File: src/rtl/regfile_pkg.sv
// Shared register-file constants and types, common to the write decoder,
// the read-port mux tree and the register bank.
package regfile_pkg;

   localparam int REG_ADDR_W = 5;
   localparam int REG_DATA_W = 64;
   localparam int NUM_REGS   = 32;

   typedef logic [REG_ADDR_W-1:0] reg_addr_t;
   typedef logic [REG_DATA_W-1:0] reg_data_t;

   // X31 reads as zero; writes to it are dropped.
   localparam reg_addr_t ZERO_REG = 5'd31;

endpackage

File: src/rtl/decoder2_4.sv
// 2-to-4 one-hot decoder with enable.
module decoder2_4 (
   input  logic       en,
   input  logic [1:0] addr,
   output logic [3:0] onehot
);

   // Single bit set when enabled, all zero otherwise.
   always_comb begin
      onehot = '0;
      if (en) onehot[addr] = 1'b1;
   end

endmodule

File: src/rtl/decoder3_8.sv
// 3-to-8 one-hot decoder with enable.
module decoder3_8 (
   input  logic       en,
   input  logic [2:0] addr,
   output logic [7:0] onehot
);

   // Single bit set when enabled, all zero otherwise.
   always_comb begin
      onehot = '0;
      if (en) onehot[addr] = 1'b1;
   end

endmodule

File: src/rtl/decoder5_32.sv
// 5-to-32 one-hot decoder: the upper two address bits pick one of four
// 3-to-8 banks, mirroring the mux8_1/mux4_1 tree on the read side.
module decoder5_32 (
   input  logic        en,
   input  logic [4:0]  addr,
   output logic [31:0] onehot
);

   logic [3:0] bank_sel;

   decoder2_4 u_hi (
      .en     (en),
      .addr   (addr[4:3]),
      .onehot (bank_sel)
   );

   for (genvar g = 0; g < 4; g++) begin : g_lo
      decoder3_8 u_lo (
         .en     (bank_sel[g]),
         .addr   (addr[2:0]),
         .onehot (onehot[g*8 +: 8])
      );
   end

endmodule

File: src/rtl/regfile_write_decoder.sv
// Register-file write stage: registers one write per cycle, drives a one-hot
// row enable plus data to the bank a cycle later, exposes the in-flight write
// for decode-stage bypass, and counts committed writes.
module regfile_write_decoder
   import regfile_pkg::*;
#(
   parameter int DATA_WIDTH = 64,
   parameter int ADDR_WIDTH = 5
) (
   input  logic                       clk,
   input  logic                       reset,
   input  logic                       wr_en,
   input  logic [ADDR_WIDTH-1:0]      wr_addr,
   input  logic [DATA_WIDTH-1:0]      wr_data,
   input  logic [ADDR_WIDTH-1:0]      rd_addr_a,
   input  logic [ADDR_WIDTH-1:0]      rd_addr_b,
   output logic [(2**ADDR_WIDTH)-1:0] row_en,
   output logic [DATA_WIDTH-1:0]      row_data,
   output logic                       pend_valid,
   output logic [ADDR_WIDTH-1:0]      pend_addr,
   output logic                       fwd_a,
   output logic                       fwd_b,
   output logic [DATA_WIDTH-1:0]      fwd_data,
   output logic [15:0]                commit_cnt
);

   // Highest address is the hardwired-zero register.
   localparam logic [ADDR_WIDTH-1:0] ZERO_ADDR = '1;
   localparam logic [15:0]           CNT_MAX   = 16'hFFFF;

   logic                  v_d, v_q;
   logic [ADDR_WIDTH-1:0] addr_d, addr_q;
   logic [DATA_WIDTH-1:0] data_d, data_q;
   logic [15:0]           cnt_d, cnt_q;

   // Qualify the request (drop zero-register writes); address/data only move
   // on a real write so the bank-facing bus never picks up idle-cycle junk.
   always_comb begin
      v_d    = wr_en && (wr_addr != ZERO_ADDR);
      addr_d = addr_q;
      data_d = data_q;
      cnt_d  = cnt_q;
      if (v_d) begin
         addr_d = wr_addr;
         data_d = wr_data;
         if (cnt_q != CNT_MAX) cnt_d = cnt_q + 16'd1;
      end
   end

   // Stage register and commit counter, synchronous reset.
   always_ff @(posedge clk) begin
      if (reset) begin
         v_q    <= 1'b0;
         addr_q <= '0;
         data_q <= '0;
         cnt_q  <= '0;
      end else begin
         v_q    <= v_d;
         addr_q <= addr_d;
         data_q <= data_d;
         cnt_q  <= cnt_d;
      end
   end

   if (ADDR_WIDTH == REG_ADDR_W) begin : g_dec32
      decoder5_32 u_dec (
         .en     (v_q),
         .addr   (addr_q),
         .onehot (row_en)
      );
   end else begin : g_dec_gen
      // Behavioural decode for non-standard bank sizes.
      always_comb begin
         row_en = '0;
         if (v_q) row_en[addr_q] = 1'b1;
      end
   end

   assign row_data   = data_q;
   assign fwd_data   = data_q;
   assign pend_valid = v_q;
   assign pend_addr  = addr_q;
   assign commit_cnt = cnt_q;

   // Bypass comparators work on the live read addresses, no extra stage.
   assign fwd_a = v_q && (rd_addr_a == addr_q);
   assign fwd_b = v_q && (rd_addr_b == addr_q);

endmodule

File: config.mk
export PLATFORM = sky130hd
export DESIGN_NAME = regfile_write_decoder
export DESIGN_NICKNAME = d
export VERILOG_FILES = /design/src/rtl/regfile_pkg.sv /design/src/rtl/decoder2_4.sv /design/src/rtl/decoder3_8.sv /design/src/rtl/decoder5_32.sv /design/src/rtl/regfile_write_decoder.sv
export SDC_FILE = /design/constraint.sdc
export NUM_CORES = 1
export LEC_CHECK = 0
export ABC_AREA = 0
export CORE_MARGIN = 3
export CORE_UTILIZATION = 38
export CTS_BUF_LIST = sky130_fd_sc_hd__clkbuf_8
export DETAILED_ROUTE_END_ITERATION = 7
export PLACE_DENSITY = 0.84
export RECOVER_POWER = 100
export SETUP_SLACK_MARGIN = 0.1
export SLEW_MARGIN = 20
export SYNTH_ARGS = -nofsm -noshare
export SYNTH_HDL_FRONTEND = slang
export SYNTH_SLANG_ARGS = --single-unit
File: constraint.sdc
create_clock -name clk -period 1.9 [get_ports clk]
set_input_delay 0.285 -clock clk [delete_from_list [all_inputs] [get_ports clk]]
set_output_delay 0.285 -clock clk [all_outputs]
set_load 0.01 [all_outputs]
==> results of run 1 <==
==> what timing repair did <==
item / 4_1_cts / 5_1_grt
setup buffers: 12 / 4
pin swaps: 13 / 13
endpoints found under the setup margin: 39 / 38
cloned: 0 / 0
gates resized for setup: 109 / 64
==> layout make-up <==
class,instances,share of cell area
Clock buffer,9,0.0178
Multi-Input combinational cell,355,0.267
Clock inverter,7,0.0106
Sequential cell,86,0.251
Inverter,5,0.00270
Timing Repair Buffer,318,0.426
Tap cell,136,0.0245
Antenna cell,1,0.000360
==> final timing paths <==
kind | cells after the start | slack [ps] | end | from
worst max-delay path | 5 | -6 | row_en[2] | pend_addr[3]$_SDFFE_PP0P_
worst min-delay path | 2 | 420 | pend_valid$_SDFF_PP0_ | reset
worst max register to register | 5 | 190 | commit_cnt[10]$_SDFFE_PP0P_ | commit_cnt[0]$_SDFFE_PP0P_
worst min register to register | 2 | 470 | fwd_data[33]$_SDFFE_PP0P_ | fwd_data[33]$_SDFFE_PP0P_
==> critical path: stages (launching register included) <==
cell and delay (ps):
dfxtp_4 370, buf_6 120, or3b_4 430, buf_6 150
nor2_4 90, buf_6 100
==> per-stage QoR <==
stage / area, µm² / total power [mW]
after floorplan: 4120 / 2.40
after global placement: 6690 / 2.91
after detailed placement: 6690 / 2.94
after CTS: 6940 / 4.23
after global routing: 6950 / 4.33
final: 6950 / 4.13
==> cell families after synthesis <==
family / after synthesis / share of synthesized area
buffers and inverters: 100 / 0.151
XOR/XNOR: 10 / 0.0212
multiplexers: 7 / 0.0188
adder cells (fa/ha/maj): 1 / 0.00303
AO/OA/AOI/OAI: 94 / 0.126
flip-flops: 86 / 0.417
AND/OR/NAND/NOR: 243 / 0.262
==> sequential cells by signal (all words and copies together) (netlist names) <==
signal and cells:
commit_cnt 16, fwd_data 64, pend_addr 5, pend_valid 1
==> per-layer routing <==
layer	vias up	wire, µm	part of all wire
met3	30	1110	0.077
li1	2190	-	-
met1	2096	5130	0.36
met5	-	0	0
met2	187	7820	0.54
met4	0	367	0.025
==> power by group through the flow <==
stage	registers, mW	logic, mW	clock network (mW)
after floorplan	2.03	0.369	0
after global placement	2.01	0.905	0
after detailed placement	2.01	0.925	0
after CTS	1.97	0.950	1.31
after global routing	1.97	0.970	1.38
final	1.96	0.900	1.27
==> layout by cell type (no fill, tap or decap), drive strengths merged, types with 2 or more instances in the layout <==
master	n
a211oi	2
a21oi	76
and2	2
and3	2
and4	3
buf	62
clkbuf	30
clkdlybuf4s50	80
clkinvlp	3
dfxtp	86
dlygate4sd2	5
dlygate4sd3	149
inv	7
mux2	6
nand2	146
nand3	6
nand3b	5
nand4	7
nor2	42
nor2b	6
nor3	8
nor4	5
o211ai	2
o21ai	5
o31ai	2
or2	2
or3	5
or3b	2
xnor2	2
xor2	8
==> flow_metrics.tcl, run 1 <==
set metrics [dict create \
    outcome "complete, but fails checks" \
    violations "negative setup slack" \
    synth_commonest_cells "nand2_1 (146), dfxtp_1 (86), a21oi_1 (76)" \
    max_freq_mhz 525 \
    numPortBuffers 265 \
    rsz0062_at_grt "true" \
    skew_ps 7.23 \
    drc 0 \
    regArea_um2 1740 \
    critPathCaptureType "output port" \
    die_h_um 110 \
    antenna_found_initial 1 \
    avgRoutedWirePerCell_um 15.7 \
    cts_tree "built" \
    p_seq_frac 0.474 \
    grt_util_met1 0.229 \
    clkPwrFrac 0.308 \
    hold_buffers 0 \
    htreeDepth 3 \
    vdd_drop_max_uv 412 \
    hpwl_um 11000 \
    slew_headroom 0.610 \
    cp.arrival_ps 1620 \
    syn_area_um2 4120 \
    netSwitchingPower_mw 1.13 \
    cts_root_buf "clkbuf_8" \
    top_usage_layer "met2" \
    vias_per_cell 4.91 \
    start_util 0.396 \
    slew_violations 0 \
    rows 37 \
    met3_usage 0.0524 \
    drt_first_pass_iters 4 \
    sw_frac_of_total 0.273 \
    grt_max_degree 38 \
    synth_cells 541 \
    crit_type "reg2out" \
    final_cells 917 \
    synth_edf_count 0 \
    layout-drive-gt1-share 0.158 \
    ys_seq_elements 86 \
    clk_pin_slew_worst_paths_ps 90 \
    pwr-share-comb 0.218 \
    power.density_nw_per_um2 594 \
    ys_types 42 \
    cap_viol_max_count 0 \
    post-place-ws_ps -215 \
    worstPathRequired_ps 1620 \
    yosysTopAreaCellShare 0.417 \
    io_pins 266 \
    ys_seq_area_frac 0.417 \
    avgSynthCellArea_um2 7.62 \
    area_growth_pct 68.6 \
    core_area_um2 10400 \
    async_reset_ff_frac 0 \
    synth_warnings 0 \
    drt_iter0_drc 216 \
    fin_util 0.668 \
    finalCriticalPeriod_ps 1910 \
    setup_viol 3 \
    finalHoldViolCount 0 \
    routabilityCongestion 0.827 \
    grt_pass1_vias 4477 \
    startpoint_type "register" \
    multi_input_area_um2 1860 \
    vias 4503 \
    tightestPinTransition_ps 585 \
    period_share 1.00 \
    clkLatencyLatePin_ps 350 \
    use_met2 0.422 \
    fin_setup_tns_ps -9.45 \
    synthTopCellsByArea "dfxtp_1 (42%), nand2_1 (13%), buf_4 (12%), a21oi_1 (9.2%), nor2_1 (3.8%)" \
    hold_class "in2reg" \
    grtUsageTotal 0.224 \
    die_area_um2 12100 \
    synth_ff_type "dfxtp_1" \
    p_leak_nw 3.05 \
    wirelength_um 14400 \
    grt_pass1_wl_um 21500 \
    fin_nets 858 \
    yosysTopAreaCell "dfxtp_1" \
    setup_slack_ps -5.99 \
    crit_fanout 7 \
    place_inst 884 \
    cts_sinks 86 \
    cts_buffers 9 \
    whs_ps 420 \
    dieWidth_um 110 \
    clk_path_buf_depth 2 \
    syn_nets 624 \
    ant_nets 0 \
    synth_most_common_cell "nand2_1" \
    grt_overflow 0 \
    fillCellCount 859 \
    p_int_mw 3.00 \
]
Note: power is estimated with default switching activity, not from simulation.
==> run 2, diff against run 1 <==
- SKIP_LAST_GASP: not set -> 1
==> run 2 against run 1 <==
Highest routed layer unchanged; fmax is 0.22% lower; register-to-register slack worse by 40 ps; sequential share of layout area hardly changed; via count is 0.47% higher; routed wire length is 0.33% higher; setup slack worse by 4.3 ps; clock power hardly changed; critical path depth stayed put; power hardly changed; global-route usage stayed put; clock skew hardly changed; largest power group unchanged; first-iteration DRC count is 2.8% lower; the run still ends with negative setup slack left; critical path type unchanged.
==> flow_metrics.tcl, run 2 (synthesis gave the netlist of run 1 again) <==
set metrics [dict create \
    final_cells 916 \
    p_seq_frac 0.473 \
    skew_ps 6.96 \
    drt_first_pass_iters 4 \
    drt_iter0_drc 210 \
    rows 37 \
    grt_max_degree 38 \
    wirelength_um 14500 \
    fin_setup_tns_ps -22.9 \
    layout-drive-gt1-share 0.154 \
    grt_pass1_wl_um 21500 \
    ant_nets 0 \
    cts_sinks 86 \
    finalHoldViolCount 0 \
    startpoint_type "register" \
    fin_nets 857 \
    dieWidth_um 110 \
    fillCellCount 861 \
    critPathTopFamily "simple AND/OR/NAND/NOR gates" \
    clkLatencyLatePin_ps 350 \
    p_leak_nw 3.04 \
    cts_tree "built" \
    die_area_um2 12100 \
    mostFrequentLayoutCell "dlygate4sd3_1" \
    p_int_mw 3.01 \
    avgRoutedWirePerCell_um 15.8 \
    grt_overflow 0 \
    cts_buffers 9 \
    crit_top_cell "buf_6" \
    largest_register_ffs 64 \
    area_growth_pct 68.7 \
    rsz0062_at_grt "true" \
    grtUsageTotal 0.224 \
    slew_headroom 0.614 \
    pwr-share-comb 0.219 \
    slew_violations 0 \
    hold_class "in2reg" \
    slowest_delay_ps 440 \
    crit_fanout 7 \
    vias_per_cell 4.94 \
    path_cells "buf_6, or3b_4, buf_6, nor2_4, buf_6" \
    cts_root_buf "clkbuf_8" \
    clk_path_buf_depth 2 \
    routabilityCongestion 0.827 \
    drc 0 \
    die_h_um 110 \
    grt_pass1_vias 4477 \
    path_buf_inv 3 \
    io_pins 266 \
    hpwl_um 11000 \
    sw_frac_of_total 0.273 \
    outcome "complete, but fails checks" \
    core_area_um2 10400 \
    numPortBuffers 265 \
    critPathCaptureType "output port" \
    power.density_nw_per_um2 595 \
    setup_viol 4 \
    antenna_found_initial 1 \
    start_util 0.396 \
    cp.arrival_ps 1630 \
    netSwitchingPower_mw 1.13 \
    setup_slack_ps -10.3 \
    clk_pin_slew_worst_paths_ps 90 \
    clkPwrFrac 0.308 \
    slowest_stage "or3b_4" \
    max_freq_mhz 523 \
    cap_viol_max_count 0 \
    htreeDepth 3 \
    period_share 1.01 \
    violations "negative setup slack" \
    hold_buffers 0 \
    tightestPinTransition_ps 579 \
    final_cell_mix "dlygate4sd3_1 (149), nand2_1 (144), clkdlybuf4s50_1 (80)" \
    vdd_drop_max_uv 413 \
    place_inst 884 \
    crit_type "reg2out" \
    vias 4524 \
    worstPathRequired_ps 1620 \
    finalCriticalPeriod_ps 1910 \
]
[run 2: changes by cell type in the layout (fill, tap and decap cells not counted), sizes merged]
cell	before	now
buf	62	61
clkdlybuf4s15	0	1
dlygate4sd2	5	4
[run 2: per-layer routing]
layer  global-route usage  vias up  part of all wire
met1                0.229     2118              0.36
met4                0.110        0             0.031
met2                0.422      184              0.54
met5                    0        -                 0
li1                     -     2184                 -
met3               0.0524       38             0.077
[run 2: cell type report]
class	instances	area (µm²)	area share
multi-input cells	355	1860	0.267
diodes	1	2.50	0.000360
well taps	136	170	0.0245
flip-flops and latches	86	1740	0.250
inverters	5	18.8	0.00270
clock buffers	9	124	0.0178
clock inverters	7	73.8	0.0106
repair buffers	317	2970	0.427
[run 2: power by group through the flow]
stage	Sequential, mW	Combinational (mW)	Clock [mW]
after floorplan	2.03	0.369	0
after global placement	2.01	0.905	0
after detailed placement	2.01	0.925	0
after CTS	1.97	0.950	1.31
after global routing	1.97	0.974	1.38
final	1.96	0.904	1.27
[run 2: timing repair]
action	in CTS	in global routing
endpoints found under the setup margin	39	38
buffers inserted	12	3
resized for setup	107	61
pin swaps	13	12
[run 2: worst paths after layout]
| path | cells past startpoint | slack [ps] | from | to |
|---|---|---|---|---|
| worst max-delay path | 5 | -10 | pend_addr[3]$_SDFFE_PP0P_ | row_en[2] |
| worst min-delay path | 2 | 420 | reset | pend_valid$_SDFF_PP0_ |
| worst max register to register | 5 | 150 | commit_cnt[0]$_SDFFE_PP0P_ | commit_cnt[10]$_SDFFE_PP0P_ |
| worst min register to register | 2 | 470 | fwd_data[33]$_SDFFE_PP0P_ | fwd_data[33]$_SDFFE_PP0P_ |
[run 2: worst register-to-register path, cell delays in order, from the launching register on]
cell	delay, ps
dfxtp_1	350
ha_2	230
nand2_1	100
or3_1	380
nor3_1	230
mux2_2	360
[run 2: metrics by stage]
step / power, mW / setup WS [ps] / hold WS [ps] / instance area [µm²] / utilization
after floorplan: 2.40 / 205 / 421 / 4120 / -
after global placement: 2.91 / -222 / 458 / 6690 / 0.642
after detailed placement: 2.94 / -215 / 462 / 6690 / 0.642
after CTS: 4.23 / -82.1 / 410 / 6950 / 0.667
after global routing: 4.33 / -71.6 / 470 / 6960 / 0.668
final: 4.14 / -10.3 / 417 / 6960 / 0.668
==> run 3, diff against run 2 <==
- GPL_ROUTABILITY_DRIVEN: not set -> 0
- SLEW_MARGIN: 20 -> not set
==> results of run 3 <==
The final DEF is identical to that of run 2; final timing and power are the same.
